### src/rtl/switch_bounce_pkg.sv
// Shared types and constants for the bouncing-switch emulator.
package switch_bounce_pkg;

    typedef enum logic {
        IDLE   = 1'b0,
        BOUNCE = 1'b1
    } state_e;

    // Feedback taps at bits 15, 13, 12 and 10 of the 16-bit LFSR.
    localparam logic [15:0] LFSR_TAPS    = 16'hB400;
    localparam logic [15:0] DEFAULT_SEED = 16'hACE1;

endpackage

### src/rtl/bounce_lfsr.sv
// Fibonacci LFSR with advance enable, synchronous load and async active-low reset.
module bounce_lfsr
    import switch_bounce_pkg::*;
#(
    parameter int               LFSR_W = 16,
    parameter logic [LFSR_W-1:0] SEED  = LFSR_W'(DEFAULT_SEED)
) (
    input  logic              clock,
    input  logic              reset,
    input  logic              en,
    input  logic              load,
    input  logic [LFSR_W-1:0] load_val,
    output logic              fb
);

    localparam logic [LFSR_W-1:0] TAPS = LFSR_W'(LFSR_TAPS);

    logic [LFSR_W-1:0] lfsr_q, lfsr_d;

    // fb is also bit 0 of the value the register takes when it advances.
    assign fb = ^(lfsr_q & TAPS);

    always_comb begin
        lfsr_d = lfsr_q;
        if (load)
            lfsr_d = load_val;
        else if (en)
            lfsr_d = {lfsr_q[LFSR_W-2:0], fb};
    end

    always_ff @(posedge clock or negedge reset) begin
        if (!reset)
            lfsr_q <= SEED;
        else
            lfsr_q <= lfsr_d;
    end

endmodule

### src/rtl/switch_bounce_gen.sv
// Bouncing-switch emulator: LFSR-driven bounce burst on raw, then settles at target.
// Optional BOUNCE_SEED_LOAD_EN adds seed_load/seed_in to reseed the LFSR while idle.
module switch_bounce_gen
    import switch_bounce_pkg::*;
#(
    parameter int                CNT_W      = 8,
    parameter int                LFSR_W     = 16,
    parameter logic [LFSR_W-1:0] SEED       = LFSR_W'(DEFAULT_SEED),
    parameter logic              INIT_LEVEL = 1'b0
) (
    input  logic             clock,
    input  logic             reset,
    input  logic             req,
    input  logic             target,
    input  logic [CNT_W-1:0] bounce_len,
`ifdef BOUNCE_SEED_LOAD_EN
    input  logic              seed_load,
    input  logic [LFSR_W-1:0] seed_in,
`endif
    output logic             raw,
    output logic             busy,
    output logic             done
);

    state_e            state_q, state_d;
    logic [CNT_W-1:0]  cnt_q, cnt_d, cnt_dec;
    logic              raw_q, raw_d;
    logic              busy_q, busy_d;
    logic              done_q, done_d;
    logic              tgt_q, tgt_d;
    logic              lfsr_en, lfsr_ld, lfsr_fb;
    logic [LFSR_W-1:0] lfsr_ld_val;

    bounce_lfsr #(.LFSR_W(LFSR_W), .SEED(SEED)) u_lfsr (
        .clock    (clock),
        .reset    (reset),
        .en       (lfsr_en),
        .load     (lfsr_ld),
        .load_val (lfsr_ld_val),
        .fb       (lfsr_fb)
    );

    assign cnt_dec = cnt_q - 1'b1;

    always_comb begin
        state_d     = state_q;
        cnt_d       = cnt_q;
        raw_d       = raw_q;
        busy_d      = busy_q;
        done_d      = 1'b0;
        tgt_d       = tgt_q;
        lfsr_en     = 1'b0;
        lfsr_ld     = 1'b0;
        lfsr_ld_val = SEED;
        case (state_q)
            IDLE: begin
                if (req) begin
                    tgt_d = target;
                    if (target == raw_q || bounce_len == '0) begin
                        raw_d  = target;
                        done_d = 1'b1;
                    end else begin
                        // The first edge is always the genuine transition.
                        raw_d   = target;
                        busy_d  = 1'b1;
                        cnt_d   = bounce_len;
                        state_d = BOUNCE;
                    end
                end
`ifdef BOUNCE_SEED_LOAD_EN
                else if (seed_load) begin
                    lfsr_ld     = 1'b1;
                    lfsr_ld_val = (seed_in == '0) ? SEED : seed_in;
                end
`endif
            end
            BOUNCE: begin
                lfsr_en = 1'b1;
                cnt_d   = cnt_dec;
                if (cnt_dec != '0) begin
                    raw_d = lfsr_fb;
                end else begin
                    raw_d   = tgt_q;
                    done_d  = 1'b1;
                    busy_d  = 1'b0;
                    state_d = IDLE;
                end
            end
            default: state_d = IDLE;
        endcase
    end

    always_ff @(posedge clock or negedge reset) begin
        if (!reset) begin
            state_q <= IDLE;
            cnt_q   <= '0;
            raw_q   <= INIT_LEVEL;
            busy_q  <= 1'b0;
            done_q  <= 1'b0;
            tgt_q   <= INIT_LEVEL;
        end else begin
            state_q <= state_d;
            cnt_q   <= cnt_d;
            raw_q   <= raw_d;
            busy_q  <= busy_d;
            done_q  <= done_d;
            tgt_q   <= tgt_d;
        end
    end

    assign raw  = raw_q;
    assign busy = busy_q;
    assign done = done_q;

endmodule

### config.mk
export PLATFORM = sky130hd
export DESIGN_NAME = switch_bounce_gen
export DESIGN_NICKNAME = d
export VERILOG_FILES = /design/src/rtl/switch_bounce_pkg.sv /design/src/rtl/bounce_lfsr.sv /design/src/rtl/switch_bounce_gen.sv
export SDC_FILE = /design/constraint.sdc
export NUM_CORES = 1
export LEC_CHECK = 0
export CAP_MARGIN = 20
export CORE_MARGIN = 2
export CORE_UTILIZATION = 55
export CTS_BUF_LIST = sky130_fd_sc_hd__clkbuf_16
export DETAILED_ROUTE_END_ITERATION = 10
export GPL_ROUTABILITY_DRIVEN = 0
export PLACE_DENSITY = 0.84
export SYNTH_ARGS = -nofsm -noshare
export SYNTH_HDL_FRONTEND = slang
export SYNTH_SLANG_ARGS = --single-unit
### constraint.sdc
create_clock -name clock -period 3.6 [get_ports clock]
set_input_delay 0.54 -clock clock [delete_from_list [all_inputs] [get_ports clock]]
set_output_delay 0.54 -clock clock [all_outputs]
set_load 0.02 [all_outputs]
=== Yosys cells after proc, flatten, opt, wreduce, memory -nomap -nowiden ===
Index checks and enable logic that the tools add are counted.

* Register bits after elaboration: 29
* Bits of input ports: 12
* Output and inout port bits: 3
* Logic and storage cells: 39

* Add/subtract/negate cells: 1
* Equality and inequality tests: 4
* Muxes and demuxes: 19
* Bitwise logic cells: 1
* Reduce and logical (&&, ||, !) cells: 7

{| class="wikitable"
|+ Operator list
! operator !! number
|-
| 2-to-1 mux 8 bit || 2
|-
| one-hot mux 8 bit (2 select lines) || 1
|-
| parity 16 bit || 1
|-
| 2-to-1 mux 1 bit || 12
|-
| zero test 8 bit || 1
|-
| one-hot mux 1 bit (2 select lines) || 4
|-
| nonzero test 8 bit || 1
|-
| subtractor 8 x 1 -> 8 bit (second input constant) || 1
|-
| != test 2 bit (second input constant) || 3
|-
| AND reduction 2 bit || 2
|-
| AND reduction 3 bit || 1
|-
| equality test 1 bit || 1
|-
| logical OR 1 bit || 1
|-
| inverter 1 bit || 1
|}

=== Longest topological paths before layout ===
* Word-level depth: 5
* Mapped depth: 6
* Gate-level depth less buffers: 6

=== Cells and area by module ===
From an unflattened synthesis, not the netlist that was laid out.

* Cells, all modules: 154
* Area, all modules: 1579.0 um^2

{| class="wikitable"
|+ By module, submodules not included
! module !! instances !! cells an instance !! area each (um^2) !! sequential area each (um^2)
|-
| switch_bounce_gen || 1 || 80 || 803.3 || 325.3
|-
| bounce_lfsr || 1 || 74 || 775.7 || 410.4
|}

=== Least setup slack after synthesis ===
Ideal clock, no wire load.

* Path type: input to register
* Start point: input port bounce_len[6]
* End point: register cnt_q[3]
* Setup time: 0.123 ns
* Arrival: 1.774 ns
* Data required time: 3.477 ns
* Path slack: 1.703 ns
* Stages: 4
* Path buffers: 0
* Cell sequence: nor4_1 > a211oi_4 > mux2_2 > o221a_2

* Word-level cells in the longest chain between the ends: 4

{| class="wikitable"
|+ RTL lines
! element !! line !! source
|-
| from (decl) || switch_bounce_gen.sv:15 || <nowiki>input logic [CNT_W-1:0] bounce_len,</nowiki>
|-
| zero test 8 bit || switch_bounce_gen.sv:59 || <nowiki>if (target == raw_q || bounce_len == '0) begin</nowiki>
|-
| logical OR 1 bit || switch_bounce_gen.sv:59 ||
|-
| != test 2 bit (no source line) || n/a ||
|-
| AND reduction 2 bit (no source line) || n/a ||
|-
| to (signal assigned) || switch_bounce_gen.sv:103 || <nowiki>cnt_q <= cnt_d;</nowiki>
|-
| to (decl) || switch_bounce_gen.sv:26 || <nowiki>logic [CNT_W-1:0] cnt_q, cnt_d, cnt_dec;</nowiki>
|}

No other way between the ends.
A chain may end at the register's enable or synchronous reset.

=== Final worst setup path ===
* Start point: input port bounce_len[2]
* End point: register cnt_q[3]

The elaborated chain is that of the path after synthesis.

==> results.yml <==
status:
  status: "completed"
place:
  post-place-cells: 156
  hpwl_um: 1720
  port_buffers: 14
sta:
  period_share: 0.630
  setup_viol: 0
  timing_hold_violations_final: 0
  worst_slew_pin_slew_ns: 0.928
  rsz0062_at_grt: "no"
  period_needed_ns: 2.27
  clock_skew_ns: 0.00235
  drv_slew: 0
  fmax_mhz: 441
  relSlewSlack: 0.381
  tns_ns: 0
detailed_routing:
  drt_iter0_drc: 8
  drc: 0
  wl_um: 2450
  detail_route.first_pass.iterations: 4
  routed_via_density: 5.59
  vias: 916
  ant_nets: 0
  avgRoutedWirePerCell_um: 14.9
setup_path:
  endpoint_kind: "register"
  cp-start-kind: "input port"
  crit_fanout: 10
  crit_family: "simple AND/OR/NAND/NOR gates"
  critPathRequiredTime_ns: 3.75
  critical_path.slowest_cell: "nor4_1"
  worstReg2RegStart: "state_q"
  crit_chain: "clkdlybuf4s50_1 -> nor4_1 -> a211oi_4 -> mux2_2 -> o221a_2"
  r2r_cells: 4
  r2r_slack_ns: 1.46
  reg2reg_to: "cnt_q[6]"
  path_buf_inv: 1
  crit_type: "in2reg"
  arrival_ns: 2.42
  cpPeakStageDelay_ns: 0.63
yosys:
  syn_nets: 129
  synth_cells: 115
  synth_area_leaders: "dfrtp_1 37%, dfstp_2 15%, mux2_2 13%"
  avgSynthCellArea_um2: 12.4
  ys_warn_count: 0
  synth.top_cell.area_share: 0.369
  synth_most_common_cell: "dfrtp_1"
  syn_area_mm2: 0.00143
  synth_top_cell_by_area: "dfrtp_1"
  synthDistinctLibCells: 33
  synth_ff_type: "dfrtp_1"
  ys_seq_area_frac: 0.516
  ys_ff_latch: 29
  synth_edf_count: 0
  synthTopCellsByCount: "21 x dfrtp_1, 17 x mux2_2, 11 x mux2i_1, 8 x dfstp_2"
  async_flop_share: 1.00
floorplanning:
  die_y_um: 54.9
  row_count: 18
  start_util: 0.575
  io_pins: 15
  die_x_um: 54.9
  fp.dieArea_mm2: 0.00301
  core_mm2: 0.00248
grt:
  globalRouteOverflowTotal: 0
  grt_max_degree: 29
  track_usage: 0.197
  grt_pass1_wl_um: 4130
  grt_pass1_vias: 919
  antenna_found_initial: 0
clock_tree:
  cts_tree: "done"
  htreeDepth: 2
  ctsRootBufferMaster: "clkbuf_16"
  cts_buffers: 5
  ctsHoldBuffers: 0
  cts_resized: 0
  clk_pin_slew_ns: 0.05
  cts_max_path_buffers: 2
  cts_setup_buffers: 0
  cts_sinks: 29
  clk_latency_ns: 0.27
cells_and_area:
  finalNetCount: 147
  stdcell_count: 164
  area_delta_synth_final_pct: 21.9
  drive_above_1_share: 0.299
  antennaDiodeCount: 0
flow_run:
  drv_cap: 0
power:
  power_per_cell_area_mw_per_mm2: 431
  ir_worst_vdd_mv: 0.393
  p_leak_nw: 0.760
hold_path:
  whs_path_depth: 2
  whs_endpoint: "u_lfsr.lfsr_q[0]"
  min_from: "u_lfsr.lfsr_q[0]"
  hold_path_class: "reg2reg"
==> stage by stage <==
stage | hold slack, ns | util | total power [mW] | instance area (µm²) | setup slack (ns)
6_report | 0.500 | 0.702 | 0.749 | 1740 | 1.33
5_1_grt | 0.525 | 0.702 | 0.779 | 1740 | 1.24
4_1_cts | 0.504 | 0.702 | 0.757 | 1740 | 1.34
3_5_place_dp | 0.488 | 0.644 | 0.366 | 1600 | 1.05
3_3_place_gp | 0.479 | 0.644 | 0.366 | 1600 | 1.11
2_1_floorplan | 0.244 | - | 0.343 | 1430 | 1.70
==> cells by family after synthesis <==
kind of cell	count (synthesis)	synth area share
buffers and inverters	8	0.0211
AO/OA/AOI/OAI	16	0.0940
multiplexers	28	0.212
AND/OR/NAND/NOR	25	0.0966
flip-flops	29	0.516
adder cells (fa/ha/maj)	2	0.0176
XOR/XNOR	7	0.0430
==> sequential cells by signal, summed over array words and instances, names as in the netlist <==
signal         cells
busy               1
cnt_q              8
done               1
raw                1
state_q            1
tgt_q              1
u_lfsr.lfsr_q     16
==> routing by layer <==
layer | global-route usage | share of wire | vias to the layer above
li1 | - | - | 455
met1 | 0.260 | 0.48 | 448
met2 | 0.313 | 0.49 | 11
met3 | 0.0484 | 0.027 | 2
met4 | 0.0732 | 0.0053 | 0
met5 | 0 | 0 | -
==> how the worst max path moves through the flow <==
| stage | start | end | slack, ns | cells after the start |
|---|---|---|---|---|
| floorplan | bounce_len[6] | cnt_q[3] | 1.70 | 4 |
| global placement | bounce_len[2] | cnt_q[3] | 1.11 | 5 |
| detailed placement | bounce_len[2] | cnt_q[3] | 1.05 | 5 |
| CTS | bounce_len[2] | cnt_q[3] | 1.34 | 5 |
| global route | state_q | cnt_q[6] | 1.24 | 4 |
| finish | bounce_len[2] | cnt_q[3] | 1.33 | 5 |
==> where the power goes <==
group          total [mW]  leakage, nW  switching, mW  internal, mW
Combinational      0.0327        0.330         0.0159        0.0168
Clock               0.388       0.0696          0.136         0.252
Sequential          0.328        0.360       0.000469         0.328
Total               0.749        0.760          0.152         0.597
==> final cells by class <==
class | instances | area (µm²)
repair buffers | 15 | 148
multi-input cells | 78 | 659
clock inverters | 3 | 17.5
flip-flops and latches | 29 | 736
fillers | 182 | 739
inverters | 4 | 15.0
clock buffers | 5 | 125
well taps | 30 | 37.5
==> worst register-to-register path: cells and delay by family, from the launching register on <==
kind            cells  cell delay (ns)
flops               1             0.95
compound gates      3             0.63
buf+inv             1             0.46
==> layout by cell type (no fill, tap or decap), types with 2 or more instances in the layout <==
cell / instances
dfrtp_1: 21
mux2_2: 17
clkdlybuf4s50_1: 14
mux2i_1: 11
dfstp_2: 8
xnor2_1: 6
nand2_1: 6
nor2_1: 5
clkbuf_16: 5
inv_1: 4
nor4_1: 3
a21oi_1: 3
o21ai_0: 2
o221a_2: 2
o311a_1: 2
nor3_1: 2
nand3_1: 2
ha_1: 2
clkinv_2: 2
Power figures use the tool's default switching activity.
